==> src/rtl/ula_pkg.sv <==
// Shared definitions for the ALU sequencer datapath.
//   - Opcode encodings understood by the combinational ALU (ula) and by
//     the sequencer (ula_seq), including the sequencer-only MUL opcode.
//   - OP_IDLE_SEL: ALU select driven while no operation is in flight; the
//     ALU decodes it as "output 0".
//   - state_t: sequencer FSM states.
package ula_pkg;

  localparam logic [3:0] OP_ADD      = 4'b0000;
  localparam logic [3:0] OP_SUB      = 4'b0001;
  localparam logic [3:0] OP_AND      = 4'b0010;
  localparam logic [3:0] OP_OR       = 4'b0011;
  localparam logic [3:0] OP_NOT      = 4'b0100;
  localparam logic [3:0] OP_MUL      = 4'b0101;
  localparam logic [3:0] OP_IDLE_SEL = 4'b1111;

  typedef enum logic [1:0] {
    IDLE = 2'd0,
    EXEC = 2'd1,
    MUL  = 2'd2,
    RESP = 2'd3
  } state_t;

  // Opcodes 0000..0101 are legal; everything above MUL is illegal.
  function automatic logic op_is_legal(input logic [3:0] op);
    return (op <= OP_MUL);
  endfunction

endpackage

==> src/rtl/ula_seq.sv <==
// Sequencing front-end for the combinational ALU (ula).
// Accepts one operation per valid/ready handshake, drives the ALU operand
// and select lines, registers the result with zero/negative/error flags and
// keeps an 8-bit accumulator. MUL is a shift-add multiply built from
// N_MUL_STEPS iterated ALU ADDs.
// Ports:
//   clk, rst_n                      : clock (rising edge), async active-low reset
//   req_valid/req_ready             : request handshake
//   req_op, req_a, req_b            : opcode and operands
//   req_use_acc                     : take operand A from the accumulator
//   alu_a, alu_b, alu_s             : to the ALU
//   alu_out                         : from the ALU
//   rsp_valid/rsp_ready             : response handshake
//   rsp_data, rsp_zero, rsp_neg,
//   rsp_err                         : result and flags
//   acc                             : accumulator
module ula_seq
  import ula_pkg::*;
#(
  parameter int N_MUL_STEPS = 8
) (
  input  logic       clk,
  input  logic       rst_n,
  input  logic       req_valid,
  output logic       req_ready,
  input  logic [3:0] req_op,
  input  logic [7:0] req_a,
  input  logic [7:0] req_b,
  input  logic       req_use_acc,
  output logic [7:0] alu_a,
  output logic [7:0] alu_b,
  output logic [3:0] alu_s,
  input  logic [7:0] alu_out,
  output logic       rsp_valid,
  input  logic       rsp_ready,
  output logic [7:0] rsp_data,
  output logic       rsp_zero,
  output logic       rsp_neg,
  output logic       rsp_err,
  output logic [7:0] acc
);

  localparam logic [2:0] LAST_STEP = 3'(N_MUL_STEPS - 1);

  state_t     r_state;
  state_t     w_next;
  logic [3:0] r_op;
  logic [7:0] r_a;        // operand A, also the MUL multiplicand
  logic [7:0] r_b;        // operand B, also the MUL multiplier
  logic [7:0] r_p;        // MUL partial product
  logic [2:0] r_step;
  logic [7:0] r_rsp_data;
  logic       r_zero;
  logic       r_neg;
  logic       r_err;
  logic [7:0] r_acc;

  logic       w_last_step;
  logic [7:0] w_mul_p;
  logic       w_legal;

  assign w_last_step = (r_step == LAST_STEP);
  // The ALU always computes P + (M << i); keep it only when multiplier bit i is set.
  assign w_mul_p     = r_b[r_step] ? alu_out : r_p;
  assign w_legal     = op_is_legal(r_op);

  always_ff @(posedge clk or negedge rst_n) begin
    if (!rst_n) r_state <= IDLE;
    else        r_state <= w_next;
  end

  always_comb begin
    w_next    = r_state;
    req_ready = 1'b0;
    rsp_valid = 1'b0;
    alu_a     = 8'h00;
    alu_b     = 8'h00;
    alu_s     = OP_IDLE_SEL;
    case (r_state)
      IDLE: begin
        req_ready = 1'b1;
        if (req_valid) w_next = (req_op == OP_MUL) ? MUL : EXEC;
      end
      EXEC: begin
        alu_a  = r_a;
        alu_b  = r_b;
        alu_s  = r_op;
        w_next = RESP;
      end
      MUL: begin
        alu_a = r_p;
        alu_b = r_a << r_step;
        alu_s = OP_ADD;
        if (w_last_step) w_next = RESP;
      end
      RESP: begin
        rsp_valid = 1'b1;
        if (rsp_ready) w_next = IDLE;
      end
      default: w_next = IDLE;
    endcase
  end

  always_ff @(posedge clk or negedge rst_n) begin
    if (!rst_n) begin
      r_op       <= 4'h0;
      r_a        <= 8'h00;
      r_b        <= 8'h00;
      r_p        <= 8'h00;
      r_step     <= 3'd0;
      r_rsp_data <= 8'h00;
      r_zero     <= 1'b0;
      r_neg      <= 1'b0;
      r_err      <= 1'b0;
      r_acc      <= 8'h00;
    end else begin
      case (r_state)
        IDLE: begin
          if (req_valid) begin
            r_op   <= req_op;
            r_a    <= req_use_acc ? r_acc : req_a;
            r_b    <= req_b;
            r_p    <= 8'h00;
            r_step <= 3'd0;
          end
        end
        EXEC: begin
          r_err <= ~w_legal;
          if (w_legal) begin
            r_rsp_data <= alu_out;
            r_zero     <= (alu_out == 8'h00);
            r_neg      <= alu_out[7];
            r_acc      <= alu_out;
          end else begin
            // Illegal op: zero result, accumulator left untouched.
            r_rsp_data <= 8'h00;
            r_zero     <= 1'b1;
            r_neg      <= 1'b0;
          end
        end
        MUL: begin
          r_p    <= w_mul_p;
          r_step <= r_step + 3'd1;
          if (w_last_step) begin
            r_rsp_data <= w_mul_p;
            r_zero     <= (w_mul_p == 8'h00);
            r_neg      <= w_mul_p[7];
            r_err      <= 1'b0;
            r_acc      <= w_mul_p;
          end
        end
        default: ;
      endcase
    end
  end

  assign rsp_data = r_rsp_data;
  assign rsp_zero = r_zero;
  assign rsp_neg  = r_neg;
  assign rsp_err  = r_err;
  assign acc      = r_acc;

endmodule

==> config.mk <==
export PLATFORM = sky130hd
export DESIGN_NAME = ula_seq
export DESIGN_NICKNAME = d
export VERILOG_FILES = /design/src/rtl/ula_pkg.sv /design/src/rtl/ula_seq.sv
export SDC_FILE = /design/constraint.sdc
export NUM_CORES = 1
export LEC_CHECK = 0
export BUFFER_PORTS_ARGS = -buffer_cell sky130_fd_sc_hd__buf_2
export CAP_MARGIN = 20
export CORE_ASPECT_RATIO = 0.6
export CORE_MARGIN = 2
export CORE_UTILIZATION = 35
export CTS_BUF_LIST = sky130_fd_sc_hd__clkbuf_16
export CTS_CLUSTER_DIAMETER = 80
export DETAILED_ROUTE_END_ITERATION = 10
export HOLD_SLACK_MARGIN = 0.06
export PLACE_DENSITY = 0.63
export SLEW_MARGIN = 30
export SYNTH_ARGS = -nofsm -noshare
export SYNTH_HDL_FRONTEND = slang
export SYNTH_SLANG_ARGS = --single-unit
==> constraint.sdc <==
create_clock -name clk -period 2 [get_ports clk]
set_input_delay 0.1 -clock clk [delete_from_list [all_inputs] [get_ports clk]]
set_output_delay 0.1 -clock clk [all_outputs]
set_load 0.005 [all_outputs]
==> results.yml <==
synthesis:
  synthCells: 296
  synthesis.yosys.warnings: 0
  synth_fp_nets: 336
  synth_mux_area_share_pct: 15.5
  synth.largest_area_cell: "sky130_fd_sc_hd__dfrtp_1"
  synth_compound_gate_area_share_pct: 16.9
  ys.flop_type: "sky130_fd_sc_hd__dfrtp_1"
  yosys.area_share.simple_pct: 17.6
  avgSynthCellArea_um2: 9.86
  synth-edff-count: 0
  syn-cell-area_mm2: 0.00292
  synth.top_cell.area_share_pct: 43.7
  synth.cells.most_frequent: "sky130_fd_sc_hd__dfrtp_1 (51), sky130_fd_sc_hd__nand2_1 (34), sky130_fd_sc_hd__nor2_1 (23)"
  synthMostInstantiatedCell: "sky130_fd_sc_hd__dfrtp_1"
  fraction_of_registers_with_async_set_or_reset_after_synthesis_pct: 100
  synth-adder-area-share_pct: 3.00
  sequential_area_share_after_synthesis_pct: 43.7
  synth.lib_cells_used.distinct: 41
  synth_top_family_by_area: "simple AND/OR/NAND/NOR gates"
  xor_xnor_portion_of_the_synthesized_cell_area_pct: 0
  synth.area.top_cells: "sky130_fd_sc_hd__dfrtp_1 (44%), sky130_fd_sc_hd__mux2_2 (5.8%), sky130_fd_sc_hd__mux2i_1 (5.5%)"
  synth-seq-cells: 51
critical_path:
  endpoint_required_time_on_the_critical_path_ps: 1900
  crit_path_max_incr_delay_ps: 530
  timing.critical_path.slowest_stage_cell: "sky130_fd_sc_hd__mux4_2"
  critPathArrivalTime_ps: 1840
  criticalPathCategory: "reg -> out"
  element_type_at_the_critical_path_end: "output pin"
  setup.worst_path.start_class: "flip-flop"
  crit_path_cell_trace: "buf_6, mux2i_2, mux4_2, o21ai_2, buf_2"
  critical_path.max_fanout: 10
cts:
  cts_root_buf: "sky130_fd_sc_hd__clkbuf_16"
  clk_pin_slew_worst_paths_ps: 60
  ctsLongestPathBuffers: 2
  clk-insertion-delay-late_ps: 290
  clock-sinks: 51
  cts-htree-levels: 2
  tritoncts: "yes"
  cts_inserted_buffers: 5
flow_run:
  drv_cap: 0
outcome:
  outcome: "finished clean"
global_routing:
  grt.overflow.total: 0
  grt_max_degree: 31
  first_global_vias: 2544
  number_of_antenna_violations_at_the_first_check_in_global_routing: 0
  grt_usage_pct: 20.7
  global_route_wire_length_before_repair_mm: 14.2
timing:
  timing.clock.skew_ps: 3.51
  postLayoutSetupSlackWorst_ps: 60.3
  timing.final.setup_violations: 0
  peak_clock_frequency_supported_by_timing_mhz: 516
  final-max-slew-violation-count: 0
  totalNegativeSetupSlack_ps: 0
  final_min_period_over_clock_period_pct: 97.0
  hold_violation_count_in_the_final_report: 0
  tightestPinTransition_ps: 771
  worst_hold_slack_ps: 70.3
  rsz0062_at_grt: "yes"
  period_minus_slack_ps: 1940
  maxSlewHeadroom_pct: 48.3
pwr:
  ir_worst_vdd_mv: 0.661
  power_density_mw_per_mm2: 1730
  total_leakage_power_nw: 1.78
placement:
  hpwlAfterDp_mm: 6.67
  placed_cells_incl_taps: 474
  dp_slack_ps: 62.6
  finalWeightedCongestion: 0.863
  portBuffers: 73
floorplanning:
  chipWidth_um: 122
  core.rowCount: 25
  dieArea_mm2: 0.00911
  start_util_pct: 36.6
  io_pins: 74
  placeable_core_region_mm2: 0.00798
  die_height_um: 74.7
route:
  detailedRoute.firstPassIterationCount: 5
  count_of_routing_violations_after_the_opening_detailed_route_iteration: 190
  avgViaCountPerCell: 5.52
  wirelength_mm: 9.03
  average_wire_length_per_cell_after_detail_routing_um: 18.1
  vias: 2756
  drc_errors: 0
  number_of_antenna_violating_nets_in_the_routed_design: 0
cells_and_area:
  flow.area_growth_from_synthesis_pct: 32.3
  fin_util_pct: 48.4
  layout.nets: 430
  drive_gt1_share_pct: 34.3
  n_antenna_cell: 0
  layout.cells.non_filler: 499
hold_path:
  hold_class: "in -> reg"
-- through the flow --
stage                     total power [mW]  instance area (um2)
after floorplan                       4.16                 2920
after CTS                             6.47                 3770
final                                 6.67                 3860
after global routing                  7.19                 3860
after detailed placement              5.49                 3470
after global placement                5.41                 3470
-- registers in the layout (all words and copies together) (netlist names) --
signal    cells
acc           8
r_a           8
r_b           8
r_op          4
r_p           8
r_state       2
r_step        3
rsp_data      8
rsp_err       1
rsp_zero      1
-- cell type report --
cell class | count | area, um2
repair buffers | 105 | 667
clock buffers | 5 | 125
fillers | 765 | 4120
flip-flops and latches | 51 | 1280
well taps | 108 | 135
clock inverters | 3 | 12.5
multi-input cells | 221 | 1620
inverters | 6 | 26.3
-- cells by family (layout without fill, tap and decap cells) --
| group | count (synthesis) | count (layout) |
|---|---|---|
| AND/OR/NAND/NOR | 107 | 107 |
| AO/OA/AOI/OAI | 70 | 70 |
| multiplexers | 37 | 37 |
| buffers and inverters | 24 | 119 |
| flip-flops | 51 | 51 |
| adder cells (fa/ha/maj) | 7 | 7 |
-- what timing repair did --
item | 4_1_cts | 5_1_grt
resized for setup | 9 | 15
endpoints found under the hold margin | 37 | 0
pin swaps | 0 | 4
hold buffers | 12 | 0
endpoints found under the setup margin | 7 | 19
buffers inserted | 3 | 2
-- final timing paths --
path / from / endpoint / slack, ps / cells after the start
setup reg to reg: r_step[0]$_DFFE_PN0P_ / rsp_data[6]$_DFFE_PN0P_ / 90 / 4
hold reg to reg: rsp_err$_DFFE_PN0P_ / rsp_err$_DFFE_PN0P_ / 490 / 2
setup / recovery: r_step[1]$_DFFE_PN0P_ / alu_b[7] / 60 / 5
max in group asynchronous: rst_n / r_state[1]$_DFFE_PN0P_ / 1050 / 3
hold / removal: req_op[2] / r_op[2]$_DFFE_PN0P_ / 70 / 2
min in group asynchronous: rst_n / r_b[0]$_DFFE_PN0P_ / 370 / 2
-- worst max-delay path, delay by kind of cell, from the launching register on --
family                 cells  cell delay [ps]
muxes                      2              710
buffers and inverters      2              270
DFF                        1              420
AOI/OAI and AO/OA          1              140
-- cell usage in the layout, fill, tap and decap left out, types with 4 or more instances in the layout --
cell	count
sky130_fd_sc_hd__a22oi_1	7
sky130_fd_sc_hd__dlygate4sd3_1	12
sky130_fd_sc_hd__dfrtp_1	48
sky130_fd_sc_hd__mux2_2	14
sky130_fd_sc_hd__o21ai_0	15
sky130_fd_sc_hd__nor2_1	23
sky130_fd_sc_hd__a21o_1	5
sky130_fd_sc_hd__buf_2	73
sky130_fd_sc_hd__nor4_1	4
sky130_fd_sc_hd__o21ai_1	9
sky130_fd_sc_hd__mux4_2	4
sky130_fd_sc_hd__a221o_1	8
sky130_fd_sc_hd__clkbuf_16	5
sky130_fd_sc_hd__and2_1	8
sky130_fd_sc_hd__a31oi_1	9
sky130_fd_sc_hd__ha_1	4
sky130_fd_sc_hd__mux2i_1	15
sky130_fd_sc_hd__nand4_1	8
sky130_fd_sc_hd__inv_1	5
sky130_fd_sc_hd__nand3_1	20
sky130_fd_sc_hd__nand2b_1	4
sky130_fd_sc_hd__nand2_1	34
sky130_fd_sc_hd__buf_4	16
-- metal layers --
layer | up-vias | track usage [%] | wire [um]
met1 | 1325 | 33.5 | 4640
met2 | 130 | 27.2 | 3450
met3 | 10 | 4.55 | 849
met5 | - | 0 | 0
met4 | 0 | 5.24 | 89
li1 | 1291 | - | -
-- power breakdown --
| group | internal (mW) | switching (mW) | total (mW) |
|---|---|---|---|
| Combinational | 1.74 | 2.02 | 3.76 |
| Sequential | 1.53 | 0.552 | 2.08 |
| Clock | 0.453 | 0.377 | 0.831 |
| Total | 3.72 | 2.95 | 6.67 |
Power figures use the tool's default switching activity.
